<file path="src/rtl/l2_write_buffer.sv">
// ---------------------------------------------------------------------------
// l2_write_buffer
//   Posted-store buffer between the dcache L2 port and the L2/memory port.
//   Stores are acknowledged when accepted and drained in the background
//   through a circular FIFO of {addr, data} entries. Loads that hit a
//   buffered store are answered with zero added latency (youngest entry
//   wins). Loads that miss are sent downstream ahead of pending drains.
//
// Optional feature macro: WRITE_BUFFER_COALESCE_EN
//   Defined   : a store to the address of a valid entry that is not in
//               flight overwrites that entry. It is accepted even when the
//               buffer is full.
//   Undefined : every store allocates a new entry.
//
// Ports
//   clk, reset             : rising-edge clock, async active-low reset
//   l2_req_*               : upstream request (held stable until fulfilled)
//   l2_word_to_store       : upstream store data
//   l2_fetched_word        : upstream load data, valid with l2_req_fulfilled
//   l2_req_fulfilled       : upstream completion (combinational)
//   mem_req_*              : downstream request, registered
//   mem_word_to_store      : downstream store data
//   mem_fetched_word       : downstream load data
//   mem_req_fulfilled      : downstream completion (level)
//   buffer_empty           : no entries buffered, none in flight
//   buffer_count           : number of entries, including the in-flight head
// ---------------------------------------------------------------------------
package l2_write_buffer_pkg;
    typedef enum logic [1:0] {
        MEM_NOP   = 2'b00,
        MEM_LOAD  = 2'b01,
        MEM_STORE = 2'b10
    } memory_operation_e;
endpackage

module l2_write_buffer
    import l2_write_buffer_pkg::*;
#(
    parameter int XLEN  = 32,
    parameter int DEPTH = 4
) (
    input  logic                    clk,
    input  logic                    reset,
    input  logic [XLEN-1:0]         l2_req_address,
    input  memory_operation_e       l2_req_type,
    input  logic                    l2_req_valid,
    input  logic [XLEN-1:0]         l2_word_to_store,
    output logic [XLEN-1:0]         l2_fetched_word,
    output logic                    l2_req_fulfilled,
    output logic [XLEN-1:0]         mem_req_address,
    output memory_operation_e       mem_req_type,
    output logic                    mem_req_valid,
    output logic [XLEN-1:0]         mem_word_to_store,
    input  logic [XLEN-1:0]         mem_fetched_word,
    input  logic                    mem_req_fulfilled,
    output logic                    buffer_empty,
    output logic [$clog2(DEPTH):0]  buffer_count
);
    localparam int PW = $clog2(DEPTH);
    localparam int CW = PW + 1;

    typedef enum logic [2:0] {
        S_IDLE, S_DRAIN, S_LD_WAIT, S_LD_BUSY, S_LD_RESP
    } state_e;

    state_e            r_state;
    logic [XLEN-1:0]   r_addr [DEPTH];
    logic [XLEN-1:0]   r_data [DEPTH];
    logic [PW-1:0]     r_head;
    logic [PW-1:0]     r_tail;
    logic [CW-1:0]     r_count;
    logic              r_mem_valid;
    memory_operation_e r_mem_type;
    logic [XLEN-1:0]   r_mem_addr;
    logic [XLEN-1:0]   r_mem_data;
    logic [XLEN-1:0]   r_ld_data;

    logic              w_is_store;
    logic              w_is_load;
    logic              w_is_other;
    logic              w_head_busy;
    logic              w_hit;
    logic [XLEN-1:0]   w_hit_data;
    logic              w_coalesce;
    logic              w_store_acc;
    logic              w_alloc;
    logic              w_retire;
    logic              w_ld_miss;
    logic [XLEN-1:0]   w_head_wdata;
`ifdef WRITE_BUFFER_COALESCE_EN
    logic              w_cmatch;
    logic [PW-1:0]     w_cidx;
`endif

    assign w_is_store  = l2_req_valid && (l2_req_type == MEM_STORE);
    assign w_is_load   = l2_req_valid && (l2_req_type == MEM_LOAD);
    assign w_is_other  = l2_req_valid && !w_is_store && !w_is_load;
    // The head entry is frozen while its store is outstanding downstream.
    assign w_head_busy = r_mem_valid && (r_mem_type == MEM_STORE);

    // Walk entries oldest to youngest so the last match is the youngest.
    always_comb begin
        logic [PW-1:0] v_idx;
        v_idx      = '0;
        w_hit      = 1'b0;
        w_hit_data = '0;
`ifdef WRITE_BUFFER_COALESCE_EN
        w_cmatch   = 1'b0;
        w_cidx     = '0;
`endif
        for (int i = 0; i < DEPTH; i++) begin
            v_idx = r_head + PW'(i);
            if ((CW'(i) < r_count) && (r_addr[v_idx] == l2_req_address)) begin
                w_hit      = 1'b1;
                w_hit_data = r_data[v_idx];
`ifdef WRITE_BUFFER_COALESCE_EN
                if (!(w_head_busy && (v_idx == r_head))) begin
                    w_cmatch = 1'b1;
                    w_cidx   = v_idx;
                end
`endif
            end
        end
    end

`ifdef WRITE_BUFFER_COALESCE_EN
    assign w_coalesce   = w_is_store && w_cmatch;
    // A coalesce into the head on the edge it starts draining must send the new data.
    assign w_head_wdata = (w_coalesce && (w_cidx == r_head)) ? l2_word_to_store
                                                             : r_data[r_head];
`else
    assign w_coalesce   = 1'b0;
    assign w_head_wdata = r_data[r_head];
`endif

    // A full buffer stalls even when the head retires this edge.
    assign w_store_acc = w_is_store && ((r_count < CW'(DEPTH)) || w_coalesce);
    assign w_alloc     = w_store_acc && !w_coalesce;
    assign w_retire    = w_head_busy && mem_req_fulfilled;
    assign w_ld_miss   = w_is_load && !w_hit;

    always_comb begin
        l2_req_fulfilled = 1'b0;
        l2_fetched_word  = '0;
        if (r_state == S_LD_RESP) begin
            l2_req_fulfilled = w_is_load;
            l2_fetched_word  = r_ld_data;
        end else if (w_is_store) begin
            l2_req_fulfilled = w_store_acc;
        end else if (w_is_load) begin
            l2_req_fulfilled = w_hit;
            l2_fetched_word  = w_hit_data;
        end else if (w_is_other) begin
            l2_req_fulfilled = 1'b1;
        end
    end

    // Downstream handshake: mem_req_valid and all mem_req_* fields are
    // registered, held stable until mem_req_fulfilled is seen high on a
    // rising edge, and then mem_req_valid is low for at least one cycle.
    always_ff @(posedge clk or negedge reset) begin
        if (!reset) begin
            r_state     <= S_IDLE;
            r_head      <= '0;
            r_tail      <= '0;
            r_count     <= '0;
            r_mem_valid <= 1'b0;
            r_mem_type  <= MEM_NOP;
            r_mem_addr  <= '0;
            r_mem_data  <= '0;
            r_ld_data   <= '0;
            for (int i = 0; i < DEPTH; i++) begin
                r_addr[i] <= '0;
                r_data[i] <= '0;
            end
        end else begin
            if (w_alloc) begin
                r_addr[r_tail] <= l2_req_address;
                r_data[r_tail] <= l2_word_to_store;
                r_tail         <= r_tail + PW'(1);
            end
`ifdef WRITE_BUFFER_COALESCE_EN
            if (w_coalesce) begin
                r_data[w_cidx] <= l2_word_to_store;
            end
`endif
            if (w_retire) begin
                r_head <= r_head + PW'(1);
            end
            case ({w_alloc, w_retire})
                2'b10:   r_count <= r_count + CW'(1);
                2'b01:   r_count <= r_count - CW'(1);
                default: r_count <= r_count;
            endcase

            case (r_state)
                S_IDLE: begin
                    if (w_ld_miss) begin
                        r_mem_valid <= 1'b1;
                        r_mem_type  <= MEM_LOAD;
                        r_mem_addr  <= l2_req_address;
                        r_state     <= S_LD_BUSY;
                    end else if (r_count != '0) begin
                        r_mem_valid <= 1'b1;
                        r_mem_type  <= MEM_STORE;
                        r_mem_addr  <= r_addr[r_head];
                        r_mem_data  <= w_head_wdata;
                        r_state     <= S_DRAIN;
                    end
                end
                S_DRAIN: begin
                    if (mem_req_fulfilled) begin
                        r_mem_valid <= 1'b0;
                        r_state     <= S_IDLE;
                    end else if (w_ld_miss) begin
                        r_state     <= S_LD_WAIT;
                    end
                end
                S_LD_WAIT: begin
                    // Finish the outstanding drain first, then idle one cycle.
                    if (r_mem_valid) begin
                        if (mem_req_fulfilled) begin
                            r_mem_valid <= 1'b0;
                        end
                    end else begin
                        r_mem_valid <= 1'b1;
                        r_mem_type  <= MEM_LOAD;
                        r_mem_addr  <= l2_req_address;
                        r_state     <= S_LD_BUSY;
                    end
                end
                S_LD_BUSY: begin
                    if (mem_req_fulfilled) begin
                        r_ld_data   <= mem_fetched_word;
                        r_mem_valid <= 1'b0;
                        r_state     <= S_LD_RESP;
                    end
                end
                S_LD_RESP: r_state <= S_IDLE;
                default:   r_state <= S_IDLE;
            endcase
        end
    end

    assign mem_req_valid     = r_mem_valid;
    assign mem_req_type      = r_mem_type;
    assign mem_req_address   = r_mem_addr;
    assign mem_word_to_store = r_mem_data;
    assign buffer_empty      = (r_count == '0);
    assign buffer_count      = r_count;

endmodule

</file>
<file path="config.mk">
export PLATFORM = sky130hd
export DESIGN_NAME = l2_write_buffer
export DESIGN_NICKNAME = d
export VERILOG_FILES = /design/src/rtl/l2_write_buffer.sv
export SDC_FILE = /design/constraint.sdc
export NUM_CORES = 1
export LEC_CHECK = 0
export BUFFER_PORTS_ARGS = -buffer_cell sky130_fd_sc_hd__buf_2
export CELL_PAD_IN_SITES_DETAIL_PLACEMENT = 0
export CELL_PAD_IN_SITES_GLOBAL_PLACEMENT = 1
export CORE_MARGIN = 3
export CORE_UTILIZATION = 52
export CTS_CLUSTER_DIAMETER = 60
export DETAILED_ROUTE_END_ITERATION = 10
export GPL_TIMING_DRIVEN = 1
export PLACE_DENSITY_LB_ADDON = 0.1
export SYNTH_ARGS = -nofsm -noshare
export SYNTH_HDL_FRONTEND = slang
export SYNTH_SLANG_ARGS = --single-unit
</file>
<file path="constraint.sdc">
create_clock -name clk -period 6.07 [get_ports clk]
set_input_delay 0.607 -clock clk [delete_from_list [all_inputs] [get_ports clk]]
set_output_delay 0.607 -clock clk [all_outputs]
set_load 0.01 [all_outputs]
</file>
After elaboration in Yosys (flattened, before gate mapping). Cells that the tools add are included.

Bits in registers: 365. Latch bits: 0. RAM bits: 0. ROM bits: 0. Input port bits: 102. Output and inout bits: 104. Logic and storage cells: 151. Memories: 0.

Add/sub/neg operators: 6. $mul: 0. Divide/modulo/power cells: 0. Magnitude comparators: 11. Equal/unequal tests: 18. Shift-type cells: 0. Multiplexer cells: 65. Bitwise operators: 6. Reductions and logical operators: 28.

Operator list (count): 2-to-1 mux 32 bit (27); binary-select mux 32 bit (select 2 bit) (8); bitwise mux 128 bit (2); == test 32 bit (4); demux 32 bit (select 2 bit) (1); case mux 32 bit (2 select lines) (1); 2-to-1 mux 3 bit (6); greater-or-equal comparator 3 bit, second input constant (5); NOT 2 -> 3 bit (5); logical AND 1 bit (13); 2-to-1 mux 1 bit (13); case mux 3 bit (4 select lines) (1); AND reduction 3 bit (3); == test 2 bit, second input constant (3); == test 3 x 2 -> 1 bit, second input constant (2); logical NOT 3 bit (2); < comparator 1 x 3 -> 1 bit, first input constant (2); < comparator 2 x 3 -> 1 bit, first input constant (2); 2-to-1 mux 2 bit (3); inequality test 3 bit, second input constant (2); case mux 3 bit (2 select lines) (1); nonzero test 3 bit (2); adder 2 x 1 -> 2 bit, second input constant (2); adder 2 bit, second input constant (2); other kinds (17) (22).

Depth between registers and ports, before layout. Gate-level depths: netlist of the first run.

Depth in word-level cells: 15. Depth in mapped cells: 16. Mapped depth without buffers: 11.

Worst setup path after synthesis of the first run. Ideal clock, no wire load.

Kind: input port to output port. Start point: in l2_req_address[23]. End point: out l2_req_fulfilled. Arrival: 3.147 ns. Data required time: 5.463 ns. Slack: 2.316 ns. Cell stages on the path: 11. Path buffers: 3. Cell sequence: buf_1 inv_1 a221oi_1 a31o_2 nand4_1 or4b_1 o41ai_4 buf_6 buf_2 nor3_1 a21oi_1.

Longest elaborated chain between the ends: 9. Elaborated cells between the ends (all ways): 15. Those cells by class: eq/ne (4); mux (7); reduce/logical (4).

Ends and longest elaborated chain: start, declared (RTL line 44) `input logic [XLEN-1:0] l2_req_address,`; == test 32 bit (RTL line 113) `if ((CW'(i) < r_count) && (r_addr[v_idx] == l2_req_address)) begin`; logical AND 1 bit (RTL line 113); 2-to-1 mux 1 bit (3 in a row) (RTL line 113); 2-to-1 mux 1 bit (*) (RTL line 113); 2-to-1 mux 1 bit (*) (RTL line 150) `end else if (w_is_load) begin`; 2-to-1 mux 1 bit (*) (RTL line 148) `end else if (w_is_store) begin`; 2-to-1 mux 1 bit (*) (RTL line 145) `if (r_state == S_LD_RESP) begin`; end, declared (RTL line 49) `output logic l2_req_fulfilled,`.

Every way passes the cells marked *; elsewhere a longest branch is shown, timed or not.

Worst setup path in the final report of the first run.
Start point: reg r_head[0]. End point: out l2_fetched_word[12].

Longest elaborated chain between the ends: 13. Elaborated cells between the ends (all ways): 46. Those cells by class: add/sub (3); eq/ne (4); mux (31); bitwise (4); reduce/logical (4).

Ends and longest elaborated chain: start, declared (RTL line 69) `logic [PW-1:0] r_head;`; start signal, assigned (RTL line 188) `r_head <= r_head + PW'(1);`; adder 2 x 1 -> 2 bit or NOT 2 -> 3 bit (tied branches) (RTL line 112, 113, 115); NOT 2 -> 3 bit (implied by the code) or binary-select mux 32 bit (select 2 bit) (tied branches) (RTL line 113, 115); binary-select mux 32 bit (select 2 bit) or 2-to-1 mux 32 bit (tied branches) (RTL line 113); 2-to-1 mux 32 bit (implied by the code) (RTL line 113); 2-to-1 mux 32 bit (implied by the code) or == test 32 bit (tied branches) (RTL line 113); == test 32 bit or logical AND 1 bit (tied branches) (RTL line 113); logical AND 1 bit or 2-to-1 mux 32 bit (tied branches) (RTL line 113); 2-to-1 mux 32 bit (2 in a row) (RTL line 113); 2-to-1 mux 32 bit (*) (RTL line 113); 2-to-1 mux 32 bit (*) (RTL line 150); 2-to-1 mux 32 bit (*) (RTL line 148); 2-to-1 mux 32 bit (*) (RTL line 145); end, declared (RTL line 48) `output logic [XLEN-1:0] l2_fetched_word,`.

Every way passes the cells marked *; elsewhere a longest branch is shown, timed or not. The select of a mux whose other input is x is not followed.

==> results.txt, run 1 <==
The run finished with clean final reports. Cell type with the largest total area after synthesis: sky130_fd_sc_hd__dfrtp_1. The layout overhead on the synthesized area was 12.16%; the distinct cell type count after synthesis was 70. Synthesis produced a netlist with a net count of 2448. The final hold violation count came out at 0. The tools report the count of mapped cells out of synthesis as 2337. STA classifies the critical path startpoint as a flop.

Number of antenna violations at the first check in global routing: 4. The maximum clock frequency was 172.5 MHz. The share of the Yosys chip area taken by registers is 37.89%. The class of the tightest hold or removal check was in2async. For the number of hold-repair buffers added at the cts stage, the log shows 0. The effective utilization at floorplan was 52.89%; the number of search-and-repair iterations in the first detailed-routing pass was 7. The synthesized design contains 0 enable-type register cells. The run gives 0.6997 ns as the worst-case setup slack after placement.

The run gives 0 as the count of pins over their slew limit. The maximum level of the CTS H-tree was 2; the number of buffers inserted during clock tree synthesis was 45. The logs give 0 ns for the final sum of negative setup slack and 31.57% for the total routing resource utilization after global routing.

The leakage power figure is 11.99 nW, and the number of inserted filler cells in the final layout is 3939. The number of I/O port buffers came out at 205. Setup repair after global routing left no endpoint under its margin. The number of gates resized after CTS was 0. In the final design database the tool counted 2552 nets. After detailed routing, the average wire length per cell comes to 25.48 µm.

From bottom edge to top edge, the die measures 221.3 µm. During I/O placement, the number of pins put on the boundary was 206. In this run the tightest slew margin relative to its limit is 26.48%. In the post-synthesis netlist, the biggest area contributors are sky130_fd_sc_hd__dfrtp_1 38%, sky130_fd_sc_hd__mux2_2 15%, sky130_fd_sc_hd__mux2i_1 8.7%. Core area: 45580 µm².

The via count of the routed design is 19680, and the fraction of synthesis flops using an asynchronous set or reset pin is 100.0%. The worst clock skew was 0.01900 ns. For this design, the sink count on the clock tree is 365. The power per cell area works out to 601.7 nW/µm².

The run gives 78410 µm as the detailed-route wire length. The first global-routing pass estimated 121000 µm of wire. After detailed routing, the number of vias per cell comes to 6.395. The slew at the pin closest to its max-slew limit was 1.103 ns. TritonCTS built the clock tree.

In this run, the number of DRC markers left after iteration 0 of detailed routing was 1735. Aggregate global routing overflow: 0. The critical path start-end classification is reg2out. The final worst-path cycle share works out to 95.53%. The logs give 0 for the remaining antenna violation count and 53910 µm for the HPWL after detailed placement.

The count of standard-cell rows is 78. At the end of routability-driven placement, the weighted congestion stood at 0.9676. Fraction of layout cells with a size suffix above 1: 30.45%. Of all nets on the critical path, the largest fanout is 33. The floorplan step defined a die boundary enclosing 48970 µm².

For the data arrival time of the critical path, the log shows 5.19 ns. The most used flip-flop cell after synthesis is sky130_fd_sc_hd__dfrtp_1. The run gives 0 as the number of max-cap violations.

The run gives 0 as the number of warnings reported in the yosys synthesis log. The post-CTS setup-driven buffer insertion count is 0, and the summed instance area of the synthesized netlist is 24100 µm². Counting I/O delays and the setup requirement, the final critical path takes 5.799 ns.

Entering global routing, the biggest net connects 123 pins. The tools report the capturing element type of the critical path as an output port. The tree is rooted in a sky130_fd_sc_hd__clkbuf_16. In the post-route analysis, the smallest setup slack over all paths is 0.2714 ns. The chip width is 221.3 µm, and the setup-violating endpoint count in the final report is 0.

The logs give 5.46 ns for the worst endpoint required time and 19770 for the via count of the first global-routing pass. Count of unresolved DRC violations after routing: 0. The synthesized area per cell is 10.31 µm², and the number of synthesized register bits is 365. Summed over its instances, the top area cell type makes up 37.89% of the synthesized netlist area. Clock latency on the worst-skew pair: 0.59 ns.

The clock-pin slew of the registers on the worst-case setup and hold paths is 0.06 ns. The clock passes through at most 3 buffers. Across the VDD grid, the largest voltage drop is 336.4 µV.
area by class of cell:
| cell class | instances | area (µm²) | area share [%] |
|---|---|---|---|
| multi-input cells | 1695 | 13780 | 50.95 |
| flip-flops and latches | 365 | 9141 | 33.81 |
| repair buffers | 261 | 1531 | 5.665 |
| clock buffers | 61 | 1267 | 4.688 |
| well taps | 600 | 750.7 | 2.777 |
| clock inverters | 21 | 291.5 | 1.078 |
| inverters | 73 | 275.3 | 1.018 |
| diodes | 1 | 2.502 | 0.009256 |
placed cells by master (no fill, tap or decap), types with 12 or more instances in the layout:
cell	n
sky130_fd_sc_hd__buf_2	204
sky130_fd_sc_hd__nand2b_1	18
sky130_fd_sc_hd__dfrtp_1	363
sky130_fd_sc_hd__nand4_1	37
sky130_fd_sc_hd__a31oi_1	57
sky130_fd_sc_hd__inv_1	72
sky130_fd_sc_hd__buf_4	50
sky130_fd_sc_hd__o41ai_1	34
sky130_fd_sc_hd__mux2i_1	210
sky130_fd_sc_hd__clkbuf_16	46
sky130_fd_sc_hd__nor2_1	85
sky130_fd_sc_hd__mux2_2	311
sky130_fd_sc_hd__o22ai_1	12
sky130_fd_sc_hd__mux4_2	79
sky130_fd_sc_hd__xnor2_1	98
sky130_fd_sc_hd__nand2_1	347
sky130_fd_sc_hd__a21oi_1	45
sky130_fd_sc_hd__o21ai_0	139
sky130_fd_sc_hd__o221ai_1	36
sky130_fd_sc_hd__nor4_1	12
sky130_fd_sc_hd__a211oi_1	33
registers in the layout, indices dropped and copies added (netlist names):
signal / flops
buffer_count: 3
r_tail: 2
mem_req_valid: 1
mem_word_to_store: 32
r_ld_data: 32
r_state: 3
mem_req_type: 2
r_data: 128
mem_req_address: 32
r_addr: 128
r_head: 2
synthesized netlist by cell type, types with 3 or more instances:
library cell and number:
sky130_fd_sc_hd__buf_1 19, sky130_fd_sc_hd__o22ai_1 12, sky130_fd_sc_hd__o2bb2ai_1 8, sky130_fd_sc_hd__a31o_2 6, sky130_fd_sc_hd__nor4_1 12, sky130_fd_sc_hd__clkbuf_1 127, sky130_fd_sc_hd__a211oi_1 33, sky130_fd_sc_hd__o211ai_1 5
sky130_fd_sc_hd__buf_6 14, sky130_fd_sc_hd__mux2_2 311, sky130_fd_sc_hd__o2111ai_1 5, sky130_fd_sc_hd__nand3_1 5, sky130_fd_sc_hd__a221oi_1 5, sky130_fd_sc_hd__a2111oi_0 3, sky130_fd_sc_hd__xor2_1 8, sky130_fd_sc_hd__nand4b_1 3
sky130_fd_sc_hd__or3_1 3, sky130_fd_sc_hd__a31o_1 6, sky130_fd_sc_hd__buf_4 20, sky130_fd_sc_hd__xnor2_1 98, sky130_fd_sc_hd__nand2b_1 18, sky130_fd_sc_hd__mux2i_1 210, sky130_fd_sc_hd__o21ai_0 139, sky130_fd_sc_hd__nor3b_1 3
sky130_fd_sc_hd__a31oi_1 57, sky130_fd_sc_hd__nor3_1 8, sky130_fd_sc_hd__nand4_1 37, sky130_fd_sc_hd__nand2_1 352, sky130_fd_sc_hd__a21oi_1 45, sky130_fd_sc_hd__nor2_1 87, sky130_fd_sc_hd__buf_2 23, sky130_fd_sc_hd__mux4_2 79
sky130_fd_sc_hd__ha_1 9, sky130_fd_sc_hd__a22oi_1 3, sky130_fd_sc_hd__inv_1 73, sky130_fd_sc_hd__o41ai_1 34, sky130_fd_sc_hd__or2_2 3, sky130_fd_sc_hd__and3_1 3, sky130_fd_sc_hd__o221ai_1 36, sky130_fd_sc_hd__a2bb2oi_1 8
sky130_fd_sc_hd__a21o_1 3, sky130_fd_sc_hd__dfrtp_1 365, sky130_fd_sc_hd__nor2b_1 4
critical path, stage by stage, from the launching register on:
cell,delay (ns)
sky130_fd_sc_hd__dfrtp_4,0.70
sky130_fd_sc_hd__buf_4,0.54
sky130_fd_sc_hd__mux4_2,0.58
sky130_fd_sc_hd__xnor2_1,0.31
sky130_fd_sc_hd__nand4_1,0.14
sky130_fd_sc_hd__nor4_1,0.37
sky130_fd_sc_hd__o2111ai_1,0.21
sky130_fd_sc_hd__or2_2,0.72
sky130_fd_sc_hd__o221ai_1,0.32
sky130_fd_sc_hd__a31oi_1,0.11
sky130_fd_sc_hd__o21ai_0,0.30
sky130_fd_sc_hd__buf_2,0.20
path summary, 6_finish.rpt:
check / from / end / slack [ns] / cells after the start
min in group clk: mem_fetched_word[5] / r_ld_data[5]$_DFFE_PN0P_ / 0.20 / 3
max reg2reg: r_head[0]$_DFFE_PN0P_ / mem_req_address[8]$_DFFE_PN0P_ / 0.75 / 11
min reg2reg: r_ld_data[0]$_DFFE_PN0P_ / r_ld_data[0]$_DFFE_PN0P_ / 0.47 / 2
max: r_head[0]$_DFFE_PN0P_ / l2_fetched_word[12] / 0.27 / 11
min: reset / r_addr[4]$_DFFE_PN0P_ / 0.06 / 1
max in group asynchronous: reset / r_data[10]$_DFFE_PN0P_ / 4.46 / 2
per-stage QoR:
step,area [µm²],std cells,utilization [%],power (mW),hold slack (ns)
floorplan,24100,2337,-,10.87,0.3114
global placement,25450,2993,55.85,13.16,0.4577
detailed placement,25450,2993,55.85,13.34,0.4617
CTS,27010,3075,59.27,16.24,0.1126
global route,27030,3076,59.31,17.28,0.1454
finish,27040,3077,59.32,16.27,0.06377
layer usage:
metal  up-vias  global-route usage (%)  wire length (µm)
met2       733                   52.70             38110
met5         -                       0                57
met3       182                   5.134              4477
met4         8                   14.69              3847
met1     10020                   40.44             31910
li1       8736                       -                 -
cell families after synthesis:
kind of cell | share of synthesized area (%)
xor+xnor | 3.852
simple gates | 10.12
compound gates | 11.76
fa+ha+maj | 0.4672
mux | 30.69
flops | 37.89
buf+inv | 5.227
report_power, final:
group	total [mW]	switching [mW]	leakage, nW	internal [mW]
Clock	2.81	1.12	0.757	1.69
Combinational	8.68	4.71	6.70	3.97
Sequential	4.78	1.16	4.53	3.62
Note: power is estimated with default switching activity, not from simulation.
==> inputs of run 2 (changes only) <==
--- a/config.mk
+++ b/config.mk
@@ -8,8 +8,9 @@
 export BUFFER_PORTS_ARGS = -buffer_cell sky130_fd_sc_hd__buf_2
 export CELL_PAD_IN_SITES_DETAIL_PLACEMENT = 0
 export CELL_PAD_IN_SITES_GLOBAL_PLACEMENT = 1
+export CORE_ASPECT_RATIO = 1.2
 export CORE_MARGIN = 3
-export CORE_UTILIZATION = 52
+export CORE_UTILIZATION = 30
 export CTS_CLUSTER_DIAMETER = 60
 export DETAILED_ROUTE_END_ITERATION = 10
 export GPL_TIMING_DRIVEN = 1
==> results.txt, run 2 (same netlist as run 1, synthesis figures left out) <==
Number of inserted filler cells in the final layout: 8116 (+110%). Among all stages on the critical path, the largest delay is contributed by sky130_fd_sc_hd__dfrtp_4. TritonCTS built the clock tree. Leakage power figure: 12.09 nW (+0.80%). The leading cell type in the layout, fill and taps excluded is sky130_fd_sc_hd__dfrtp_1. The tools report the worst clock skew as 0.03773 ns (+0.01873 ns). The average detailed-routed wire length per instance was 25.55 µm (+0.27%); the final worst-path cycle share was 92.67% (-2.9 points). The number of I/O port buffers is 205 (unchanged). The chip width works out to 264.8 µm (+20%). In this run the worst hold path is classified as in2async.

The number of I/O pins was 206 (unchanged). Detailed-route wire length: 90280 µm (+15%). Number of max-cap violations: 0 (unchanged). Area of the die: 83800 µm² (+71%). In this run the critical register-to-register path is launched from r_head[1]$_DFFE_PN0P_.

For the starting DRC count in detailed routing, the log shows 1420 (-18%). The final worst hold slack is 0.03628 ns (-0.02749 ns), and the final sum of negative setup slack is 0 ns (unchanged). Setup-violating endpoint count in the final report: 0 (unchanged). The dominant delay contributor by cell family on the critical path was simple AND/OR/NAND/NOR gates.

The critical path starts at r_head[0]$_DFFE_PN0P_. Combined area of the multi-input logic cells: 13780 µm² (about the same). Worst setup margin: 0.4449 ns (+0.1736 ns).

The worst stage delay on the critical path is 0.75 ns (+0.03 ns). The most used cell along the critical path was sky130_fd_sc_hd__buf_12. The fraction of layout cells with a size suffix above 1 was 30.77% (+0.31 points); the time the worst path needs with I/O delays and setup was 5.625 ns (-0.1736 ns).

The average vias per placed instance is 5.491 (-14%). The register-to-register setup slack came out at 1.25 ns (+0.50 ns). The flow ran to the end, and the final reports show no timing, DRC or antenna violations. The top cell types in the final layout, fill and taps aside, are 363 x sky130_fd_sc_hd__dfrtp_1, 347 x sky130_fd_sc_hd__nand2_1, 311 x sky130_fd_sc_hd__mux2_2, 210 x sky130_fd_sc_hd__mux2i_1, 204 x sky130_fd_sc_hd__buf_2. The worst register-to-register path ends at mem_req_address[3]$_DFFE_PN0P_.

The total clock sinks was 365 (unchanged). For the largest net degree at the start of global routing, the log shows 158 (+28%). The vertical die dimension was 316.5 µm (+43%). Termination of the worst setup path: l2_fetched_word[3]. The power per cell area is 604.4 nW/µm² (+0.44%), and the worst-case setup slack after placement is 0.9784 ns (+0.2787 ns). The number of hold-repair buffers added at the cts stage was 0 (unchanged).

The data arrival time of the critical path was 5.02 ns (-0.17 ns). The tools report the register cell area after layout as 9141 µm² (unchanged). The logs give 3 (unchanged) for the maximum number of buffers from clock root to sink and 134200 µm (+11%) for the first-pass GRT wire length. The largest registers in the layout are r_addr x128, r_data x128. The run gives 21.31% (-10 points) as the total routing resource utilization after global routing. The maximum clock frequency came out at 177.8 MHz (+3.1%).

The core area was 79460 µm² (+74%). The relative slew slack came out at 8.498% (-18 points). The critical path is of the reg2out type. The aggregate global routing overflow came out at 0 (unchanged). Setup repair after global routing left no endpoint under its margin. The remaining antenna violation count came out at 0 (unchanged). Layout overhead on the synthesized area: 15.40%.

The master cell of the clock root buffer is sky130_fd_sc_hd__clkbuf_16. The sort of element at the start of the critical path is a flop. The weighted congestion reported at the end of routability-driven placement is 0.9006 (-6.9%).

The tools report the effective utilization at floorplan as 30.34% (-23 points). Walking the worst path, the cells encountered are buf_12, buf_4, mux4_2, xnor2_1, nand4_1, nor4_1, and3_1, o21ai_4, buf_12, o221ai_1, a31oi_1, o21ai_0, buf_2. The worst setup path is captured at an output port. The logs give 5.46 ns (about the same) for the worst endpoint required time and 19550 (-1.1%) for the via count of the first global-routing pass. Clock latency on the worst-skew pair: 0.62 ns (+0.03 ns). The worst reg2reg path depth is 13 (+2), and the final hold violation count is 0 (unchanged). The final core utilization is 35.01% (-24 points), and the count of standard-cell rows is 113 (+45%). The clock-pin slew of the registers on the worst-case setup and hold paths works out to 0.06 ns (about the same). The number of antenna violations at the first check in global routing is 13 (+9). The count of buffering cells on the critical path with inverters included came out at 4 (+2).

The logs give 316.4 µV (-5.9%) for the maximum ir drop on the vdd rail and 2 (unchanged) for the maximum level of the CTS H-tree. The count of pins over their slew limit came out at 0 (unchanged). The slew at the pin closest to its max-slew limit is 1.338 ns (+0.2351 ns). The cell count along the critical path was 13 (+2); the total chip power was 16.81 mW (+3.3%). The run gives 0 (unchanged) as the post-CTS setup-driven buffer insertion count. The via count of the routed design was 19400 (-1.4%); the number of search-and-repair iterations in the first detailed-routing pass was 7 (unchanged).

The quantity of gates resized following cts is 0 (unchanged). The final net count is 2563 (+0.43%). Largest fanout on the critical path: 32 (-3.0%). The number of buffers inserted during clock tree synthesis was 50 (+11%); the HPWL after detailed placement was 64150 µm (+19%).

The tools report the count of unresolved DRC violations after routing as 0 (unchanged).
[run 2: report_power, final]
part           switching [mW]  internal, mW
logic                    4.92          4.04
registers                1.19          3.62
clock network            1.22          1.83
total                    7.33          9.49
[run 2: worst min-delay path by stage]
stage / slack (ns) / end
floorplan: 0.31 / buffer_count[0]$_DFFE_PN0P_
global placement: 0.46 / r_ld_data[0]$_DFFE_PN0P_
detailed placement: 0.46 / r_ld_data[19]$_DFFE_PN0P_
CTS: 0.08 / r_data[30]$_DFFE_PN0P_
global route: 0.1 / r_addr[33]$_DFFE_PN0P_
finish: 0.04 / r_addr[127]$_DFFE_PN0P_
[run 2: per-layer routing]
layer | track usage (%) | share of wire, % | vias up
li1 | - | - | 8794
met5 | 0 | 0.043 | -
met1 | 26.78 | 42 | 9826
met4 | 7.897 | 3.9 | 6
met3 | 3.787 | 5.3 | 148
met2 | 36.73 | 49 | 625
[run 2: layout make-up]
cell class | count | area share [%]
Sequential cell | 365 | 32.86
Tap cell | 1035 | 4.656
Clock buffer | 74 | 5.182
Inverter | 73 | 0.9896
Timing Repair Buffer | 267 | 5.803
Antenna cell | 5 | 0.04498
Multi-Input combinational cell | 1695 | 49.55
Clock inverter | 19 | 0.9086
[run 2: per-stage QoR]
step	cell area, µm²	std cells
detailed placement	26110	3435
floorplan	24100	2337
finish	27820	3533
global placement	26110	3435
CTS	27800	3528
global route	27810	3529
